**src/rtl/mainmem_backdoor_port.sv**
```systemverilog
// mainmem_backdoor_port
//   Arbitrated backdoor port in front of the scratchpad memory wrapper.
//   Backdoor read/write requests are queued and interleaved with functional
//   accesses. Read data returns on a valid/ready response channel.
// Ports
//   clk, rst_n                     clock, async active-low reset
//   req_valid/ready/write/addr/wdata/mask   backdoor request channel
//   rsp_valid/ready/write/rdata             backdoor response channel
//   fn_req/write/addr/wdata/mask, fn_gnt    functional-side access
//   mem_write/addr/wdata/mask, mem_rdata    scratchpad pins (rdata 1-cycle latency)
//   bd_wr_cnt, bd_rd_cnt                    saturating completion counters
module mainmem_backdoor_port #(
  parameter  int unsigned ADDR_W       = 32,
  parameter  int unsigned DATA_W       = 64,
  parameter  int unsigned FIFO_DEPTH   = 4,
  parameter  int unsigned STARVE_LIMIT = 16,
  localparam int unsigned MASK_W       = DATA_W / 8
) (
  input  logic              clk,
  input  logic              rst_n,
  input  logic              req_valid,
  output logic              req_ready,
  input  logic              req_write,
  input  logic [ADDR_W-1:0] req_addr,
  input  logic [DATA_W-1:0] req_wdata,
  input  logic [MASK_W-1:0] req_mask,
  output logic              rsp_valid,
  input  logic              rsp_ready,
  output logic              rsp_write,
  output logic [DATA_W-1:0] rsp_rdata,
  input  logic              fn_req,
  input  logic              fn_write,
  input  logic [ADDR_W-1:0] fn_addr,
  input  logic [DATA_W-1:0] fn_wdata,
  input  logic [MASK_W-1:0] fn_mask,
  output logic              fn_gnt,
  output logic              mem_write,
  output logic [ADDR_W-1:0] mem_addr,
  output logic [DATA_W-1:0] mem_wdata,
  output logic [MASK_W-1:0] mem_mask,
  input  logic [DATA_W-1:0] mem_rdata,
  output logic [15:0]       bd_wr_cnt,
  output logic [15:0]       bd_rd_cnt
);

  localparam int unsigned PTR_W  = $clog2(FIFO_DEPTH);
  localparam int unsigned CNT_W  = $clog2(FIFO_DEPTH + 1);
  localparam int unsigned STV_W  = $clog2(STARVE_LIMIT + 1);
  localparam int unsigned WORD_W = ADDR_W - 3;

  typedef struct packed {
    logic              write;
    logic [WORD_W-1:0] word;
    logic [DATA_W-1:0] wdata;
    logic [MASK_W-1:0] mask;
  } bd_req_t;

  typedef enum logic [1:0] {IDLE, ISSUE, RDWAIT, RESP} state_t;

  state_t            state_q;
  bd_req_t           fifo_q [FIFO_DEPTH];
  bd_req_t           head;
  logic [PTR_W-1:0]  wptr_q, rptr_q;
  logic [CNT_W-1:0]  cnt_q, cnt_d;
  logic              req_ready_q;
  logic [STV_W-1:0]  starve_q;
  logic [WORD_W-1:0] iss_word_q;
  logic              rsp_valid_q, rsp_write_q, fn_gnt_q;
  logic [DATA_W-1:0] rsp_rdata_q;
  logic [15:0]       wr_cnt_q, rd_cnt_q;
  logic              push, pop, empty;
  logic              unused_addr_lsb;

  // Byte offset within the 64-bit word plays no part in addressing.
  assign unused_addr_lsb = ^req_addr[2:0];

  assign head  = fifo_q[rptr_q];
  assign push  = req_valid & req_ready_q;
  assign pop   = (state_q == ISSUE);
  assign empty = (cnt_q == '0);

  // Occupancy next value; push and pop together leave it unchanged.
  always_comb begin
    cnt_d = cnt_q;
    if (push && !pop)      cnt_d = cnt_q + CNT_W'(1);
    else if (!push && pop) cnt_d = cnt_q - CNT_W'(1);
  end

  // Queue pointers, occupancy and registered ready (low while in reset).
  always_ff @(posedge clk or negedge rst_n) begin
    if (!rst_n) begin
      wptr_q      <= '0;
      rptr_q      <= '0;
      cnt_q       <= '0;
      req_ready_q <= 1'b0;
    end else begin
      if (push) wptr_q <= wptr_q + PTR_W'(1);
      if (pop)  rptr_q <= rptr_q + PTR_W'(1);
      cnt_q       <= cnt_d;
      req_ready_q <= (cnt_d != CNT_W'(FIFO_DEPTH));
    end
  end

  // Queue storage and issued word address; no reset needed.
  always_ff @(posedge clk) begin
    if (push) fifo_q[wptr_q] <= '{write: req_write, word: req_addr[ADDR_W-1:3],
                                  wdata: req_wdata, mask: req_mask};
    if (pop)  iss_word_q <= head.word;
  end

  // Arbitration / response FSM with registered outputs.
  always_ff @(posedge clk or negedge rst_n) begin
    if (!rst_n) begin
      state_q     <= IDLE;
      starve_q    <= '0;
      rsp_valid_q <= 1'b0;
      rsp_write_q <= 1'b0;
      rsp_rdata_q <= '0;
      fn_gnt_q    <= 1'b1;
      wr_cnt_q    <= '0;
      rd_cnt_q    <= '0;
    end else begin
      unique case (state_q)
        IDLE: begin
          if (!empty) begin
            if (!fn_req || starve_q == STV_W'(STARVE_LIMIT)) begin
              state_q  <= ISSUE;
              starve_q <= '0;
              fn_gnt_q <= 1'b0;
            end else begin
              starve_q <= starve_q + STV_W'(1);
            end
          end
        end
        ISSUE: begin
          if (head.write) begin
            state_q     <= RESP;
            rsp_valid_q <= 1'b1;
            rsp_write_q <= 1'b1;
            rsp_rdata_q <= '0;
            fn_gnt_q    <= 1'b1;
          end else begin
            state_q <= RDWAIT;
          end
        end
        RDWAIT: begin
          state_q     <= RESP;
          rsp_valid_q <= 1'b1;
          rsp_write_q <= 1'b0;
          rsp_rdata_q <= mem_rdata;
          fn_gnt_q    <= 1'b1;
        end
        RESP: begin
          if (rsp_ready) begin
            state_q     <= IDLE;
            rsp_valid_q <= 1'b0;
            if (rsp_write_q) begin
              if (wr_cnt_q != 16'hFFFF) wr_cnt_q <= wr_cnt_q + 16'd1;
            end else begin
              if (rd_cnt_q != 16'hFFFF) rd_cnt_q <= rd_cnt_q + 16'd1;
            end
          end
        end
        default: state_q <= IDLE;
      endcase
    end
  end

  // Memory pin mux: functional passthrough except while the backdoor owns the port.
  always_comb begin
    mem_write = fn_req & fn_write;
    mem_addr  = fn_addr;
    mem_wdata = fn_wdata;
    mem_mask  = fn_mask;
    unique case (state_q)
      ISSUE: begin
        mem_write = head.write;
        mem_addr  = {head.word, 3'b000};
        mem_wdata = head.wdata;
        mem_mask  = head.write ? head.mask : '0;
      end
      RDWAIT: begin
        mem_write = 1'b0;
        mem_addr  = {iss_word_q, 3'b000};
        mem_wdata = '0;
        mem_mask  = '0;
      end
      default: ;
    endcase
  end

  assign req_ready = req_ready_q;
  assign rsp_valid = rsp_valid_q;
  assign rsp_write = rsp_write_q;
  assign rsp_rdata = rsp_rdata_q;
  assign fn_gnt    = fn_gnt_q;
  assign bd_wr_cnt = wr_cnt_q;
  assign bd_rd_cnt = rd_cnt_q;

endmodule

```
**config.mk**
```make
export PLATFORM = sky130hd
export DESIGN_NAME = mainmem_backdoor_port
export DESIGN_NICKNAME = d
export VERILOG_FILES = /design/src/rtl/mainmem_backdoor_port.sv
export SDC_FILE = /design/constraint.sdc
export NUM_CORES = 1
export LEC_CHECK = 0
export ABC_AREA = 1
export CAP_MARGIN = 10
export CORE_ASPECT_RATIO = 0.7
export CORE_MARGIN = 1.5
export CORE_UTILIZATION = 33
export CTS_BUF_LIST = sky130_fd_sc_hd__clkbuf_4 sky130_fd_sc_hd__clkbuf_8
export DETAILED_ROUTE_END_ITERATION = 16
export GPL_TIMING_DRIVEN = 0
export PLACE_DENSITY_LB_ADDON = 0.08
export SYNTH_ARGS = -nofsm -noshare
export SYNTH_HDL_FRONTEND = slang
export SYNTH_SLANG_ARGS = --single-unit
export TNS_END_PERCENT = 20
```
**constraint.sdc**
```tcl
create_clock -name clk -period 13.6 [get_ports clk]
set_input_delay 3.4 -clock clk [delete_from_list [all_inputs] [get_ports clk]]
set_output_delay 3.4 -clock clk [all_outputs]
set_load 0.01 [all_outputs]
```
; ---- Word level (Yosys, flattened, before mapping)
; Memory sizes are Yosys's and may differ from the RTL's.
; Cells that the tools add are included.
[word_totals]
register_bits = 143
ram_bits = 408
in_bits = 279
output_inout_bits = 205
wordCells = 78
mem_count = 1
[op_classes]
addsub = 7
n_eq_ne = 11
muxes = 24
n_bitwise = 4
reduce_logical = 18
[memory_table]
columns = name, words, width, rd, rd_ports_with_merged_regs, write_ports, line_no
row1 = fifo_q, 4, 102, 1, 0, 1, 61  ; bd_req_t fifo_q [FIFO_DEPTH];
[ops]
columns = cell, n
row1 = $pmux W64 S2, 2
row2 = $mux W64, 1
row3 = $pmux W32 S2, 1
row4 = $add A16 B1 Y16 const B, 2
row5 = $ne A16 B16 Y1 const B, 2
row6 = $pmux W8 S2, 1
row7 = $reduce_and A4 Y1, 3
row8 = $mux W8, 1
row9 = $ne A2 B2 Y1 const B, 4
row10 = $pmux W2 S4, 1
row11 = $mux W1, 7
row12 = $mux W2, 3
row13 = $mux W3, 2
row14 = $pmux W1 S3, 2
row15 = $reduce_and A3 Y1, 2
row16 = $reduce_bool A3 Y1, 2
row17 = $add A5 B1 Y5 const B, 1
row18 = $eq A5 B5 Y1 const B, 1
row19 = $mux W5, 1
row20 = $add A2 B1 Y2 const B, 2
row21 = $eq A2 B2 Y1 const B, 2
row22 = $pmux W1 S2, 2
row23 = $reduce_and A2 Y1, 2
row24 = $add A3 B1 Y3 const B, 1
row25 = 11 further kinds, 16

; ---- Depth between registers and ports, before layout
[logic_depth]
depth_word = 6
ltp_mapped = 11
depth_no_buf = 11

; ---- Least setup slack after synthesis
; Ideal clock, no wire load.
[synth_path]
path_type = input-to-reg
startpoint = input req_valid
endpoint = memory fifo_q[0][0] in the netlist's numbering (enable)
setup_time_ns = 0.564
t_arrival_ns = 7.804
required_time_ns = 13.036
slack_ns = 5.231
cell_stages = 2
n_path_buf = 0
cell_sequence = nand2_1 nor2_1
[synth_between]
elab_chain_cells = 3
[synth_rtl]
columns = item, line_no
row1 = start: declaration, 21  ; input logic req_valid,
row2 = $and A1 B1 Y1, 78  ; assign push = req_valid & req_ready_q;
row3 = $mux W1, 106  ; if (push) fifo_q[wptr_q] <= '{write: req_write, word: req_addr[ADDR_W-1:3],
row4 = $mux W1 (implied by the code), 106
row5 = end: declaration, 61
; Every way passes these cells.

; ---- Worst setup path in the final report
[layout_path]
startpoint = input fn_addr[4]
endpoint = output mem_addr[4]
[layout_between]
elab_chain_cells = 1
[layout_rtl]
columns = item, line_no
row1 = start: declaration, 33  ; input logic [ADDR_W-1:0] fn_addr,
row2 = $pmux W32 S2, 175  ; unique case (state_q)
row3 = end: declaration, 38  ; output logic [ADDR_W-1:0] mem_addr,
; Every way passes these cells.

==> metrics.yaml <==
outcome: "finished, final reports clean"
syn_avg_cell_area_um2: 10.84
yosys_warnings: 0
synth_top_area_share_pct: 56.19
drtIter0Drc: 1196
io_pins: 484
grt_pass1_vias: 17490
cp_top_family: "buffers and inverters"
cts_resized: 0
fin_crit_sh_pct: 62.52
peakVddDrop_mv: 0.1197
crit_buf_inv: 3
p_int_mw: 4.476
drv_cap: 0
antenna_found_initial: 12
synth_area_leader_cell: "edfxtp_1"
dr.pass1.iters: 5
nNetsFinal: 3040
cts_tree: "done"
drive_gt1_share_pct: 8.446
cp_cell_sequence: "clkdlybuf4s50_1, inv_1, o221ai_1, clkdlybuf4s50_1"
tightest_slew_ns: 1.101
wl_mm: 74.63
gp_congestion: 0.8009
grt_pass1_wl_mm: 110.3
ys_types: 33
arrival_ns: 5.10
startpoint: "fn_addr[4]"
swShare_pct: 39.58
die_area_mm2: 0.07240
ys_ff_latch: 551
clock-root-buffer: "clkbuf_8"
clock-sinks: 551
power.total_mw: 7.407
drc: 0
overflow: 0
hold_viol: 0
endpoint_kind: "primary output"
clk_latency_ns: 0.71
synth_seq_area_share_pct: 68.41
syn_inst: 2155
fin_util_pct: 45.28
fmax_ghz: 0.1176
path_max_fanout: 1
setup_tns_ns: 0
cp-start-kind: "input port"
portBuffers: 480
syn-num-nets: 2450
die_h_um: 225.6
clkTransAtPathRegs_ns: 0.07
timing.critical_path.mode_cell: "clkdlybuf4s50_1"
grt_usage_pct: 20.32
synth_edf_count: 437
min_path_type: "reg -> reg"
place_hpwl_mm: 51.85
rows: 81
rsz0062_at_grt: "no"
crit_slowest_cell: "clkdlybuf4s50_1"
p_seq_share_pct: 32.9
cts_made_buffers: 90
netlist_area_mm2: 0.02335
clock_path_buffers: 3
slew_violations: 0
wl_per_cell_um: 19.97
p_leak_nw: 12.00
pwr-share-clk_pct: 21.0
finClkSkew_ns: 0.02587
fin_crit_ns: 8.503
postCtsHoldBufs: 0
vias_per_cell: 4.763
initial_core_util_pct: 33.40
min-delay-start: "fn_gnt"
fillers: 6587
vias: 17800
grt_max_degree: 89
comb_power_share_pct: 46.1
required_ns: 10.20
htreeDepth: 3
postCtsSetupBuffers: 0
synth.area.top_cells: "edfxtp_1, dfrtp_1, nand2_1, o21ai_0, inv_1"
synthArstFlopShare_pct: 20.69
slew_headroom_pct: 26.59
power.switching_mw: 2.932
core_area_mm2: 0.06993
max_stage_delay_ns: 0.67
r2r-start: "state_q[0]"
powerDensity_mw_per_mm2: 234.0
setup_violations: 0
die_x_um: 321.0
worst-setup-path-type: "in -> out"
area_delta_synth_final_pct: 35.57
synth_ff_type: "edfxtp_1"
ant_nets: 0
## power by group through the flow
stage	Clock (mW)	Sequential [mW]	Combinational [mW]
after floorplan	0	2.53	1.65
after global placement	0	2.54	3.37
after detailed placement	0	2.46	3.46
after CTS	1.60	2.44	3.47
after global routing	1.66	2.47	3.75
final	1.55	2.44	3.42
## metal layers
metal	GRT usage (%)	up-vias	wire [um]
met5	0	-	79
met4	5.630	10	1517
met3	4.780	116	4526
met2	30.70	469	33630
met1	29.14	8626	34890
li1	-	8578	-
## worst paths after layout
| kind | to | slack, ns | cells past startpoint |
|---|---|---|---|
| min in group asynchronous | bd_wr_cnt[13] | 2.55 | 1 |
| setup reg to reg | state_q[1] | 10.83 | 7 |
| hold reg to reg | fn_gnt | 0.47 | 2 |
| hold / removal | fn_gnt | 0.47 | 2 |
| max in group asynchronous | rsp_rdata[54] | 10.26 | 2 |
| setup / recovery | mem_addr[4] | 5.10 | 4 |
## metrics by stage
stage          hold WS (ns)  area [um^2]  setup WS [ns]  instances
6_report             0.4718        31660          5.097       3737
5_1_grt              0.5015        31650          5.163       3733
4_1_cts              0.4751        31650          5.190       3731
3_5_place_dp         0.4585        29730          5.210       3566
3_3_place_gp         0.4605        29300         0.2365       3548
2_1_floorplan        0.4675        23350          5.231       2155
## area by class of cell
type,count,area [um^2],area share (%)
Inverter,183,686.9,2.170
Clock buffer,124,1513,4.778
Tap cell,913,1142,3.608
Timing Repair Buffer,498,5204,16.44
Antenna cell,6,15.01,0.04742
Sequential cell,551,15980,50.46
Buffer,122,613.1,1.936
Clock inverter,41,400.4,1.265
Multi-Input combinational cell,1299,6111,19.30
## Yosys cell counts, types with 2 or more instances
cell type	number
nand2_1	553
edfxtp_1	437
o21ai_0	209
inv_1	182
nor2_1	174
nand3_1	130
dfrtp_1	113
o22ai_1	72
clkbuf_1	65
o21ai_1	64
buf_2	33
o221ai_1	29
ha_1	16
xor2_1	13
buf_6	12
nand4_1	11
xnor2_1	10
buf_1	7
o21ai_2	5
buf_4	3
nand2_2	2
nand2_4	2
nand3b_1	2
nor2_4	2
## worst reg2reg max path: stages (launching register included)
cell      delay [ns]
dfrtp_1         0.44
inv_1           0.10
ha_1            0.40
buf_4           0.33
buf_2           0.35
clkbuf_1        0.86
nand3_1         0.14
nand2_1         0.11
## cells by family (layout without fill, tap and decap cells)
kind of cell	count (synthesis)	in the layout	synth area share (%)
flip-flops	551	551	68.41
buffers and inverters	305	968	5.566
adder cells (fa/ha/maj)	16	16	0.8572
AND/OR/NAND/NOR	878	878	15.14
AO/OA/AOI/OAI	382	382	9.166
other	0	6	0
XOR/XNOR	23	23	0.8625
## cells in the final DEF, fill, tap and decap left out, types with 15 or more instances in the layout
master,instances
nand2_1,553
clkdlybuf4s50_1,479
edfxtp_1,437
o21ai_0,209
inv_1,182
nor2_1,170
nand3_1,130
dfrtp_1,113
clkbuf_8,93
o22ai_1,72
clkbuf_1,65
o21ai_1,64
buf_2,33
clkbuf_4,31
o221ai_1,29
clkinv_1,16
ha_1,15
## flip-flops by register name, summed over array words and instances (netlist names)
| register | count |
|---|---|
| rsp_write | 1 |
| fn_gnt | 1 |
| rsp_rdata | 64 |
| starve_q | 5 |
| bd_rd_cnt | 16 |
| wptr_q | 2 |
| req_ready | 1 |
| cnt_q | 3 |
| fifo_q | 408 |
| rptr_q | 2 |
| state_q | 2 |
| bd_wr_cnt | 16 |
| iss_word_q | 29 |
| rsp_valid | 1 |
(Power assumes the default switching activity.)
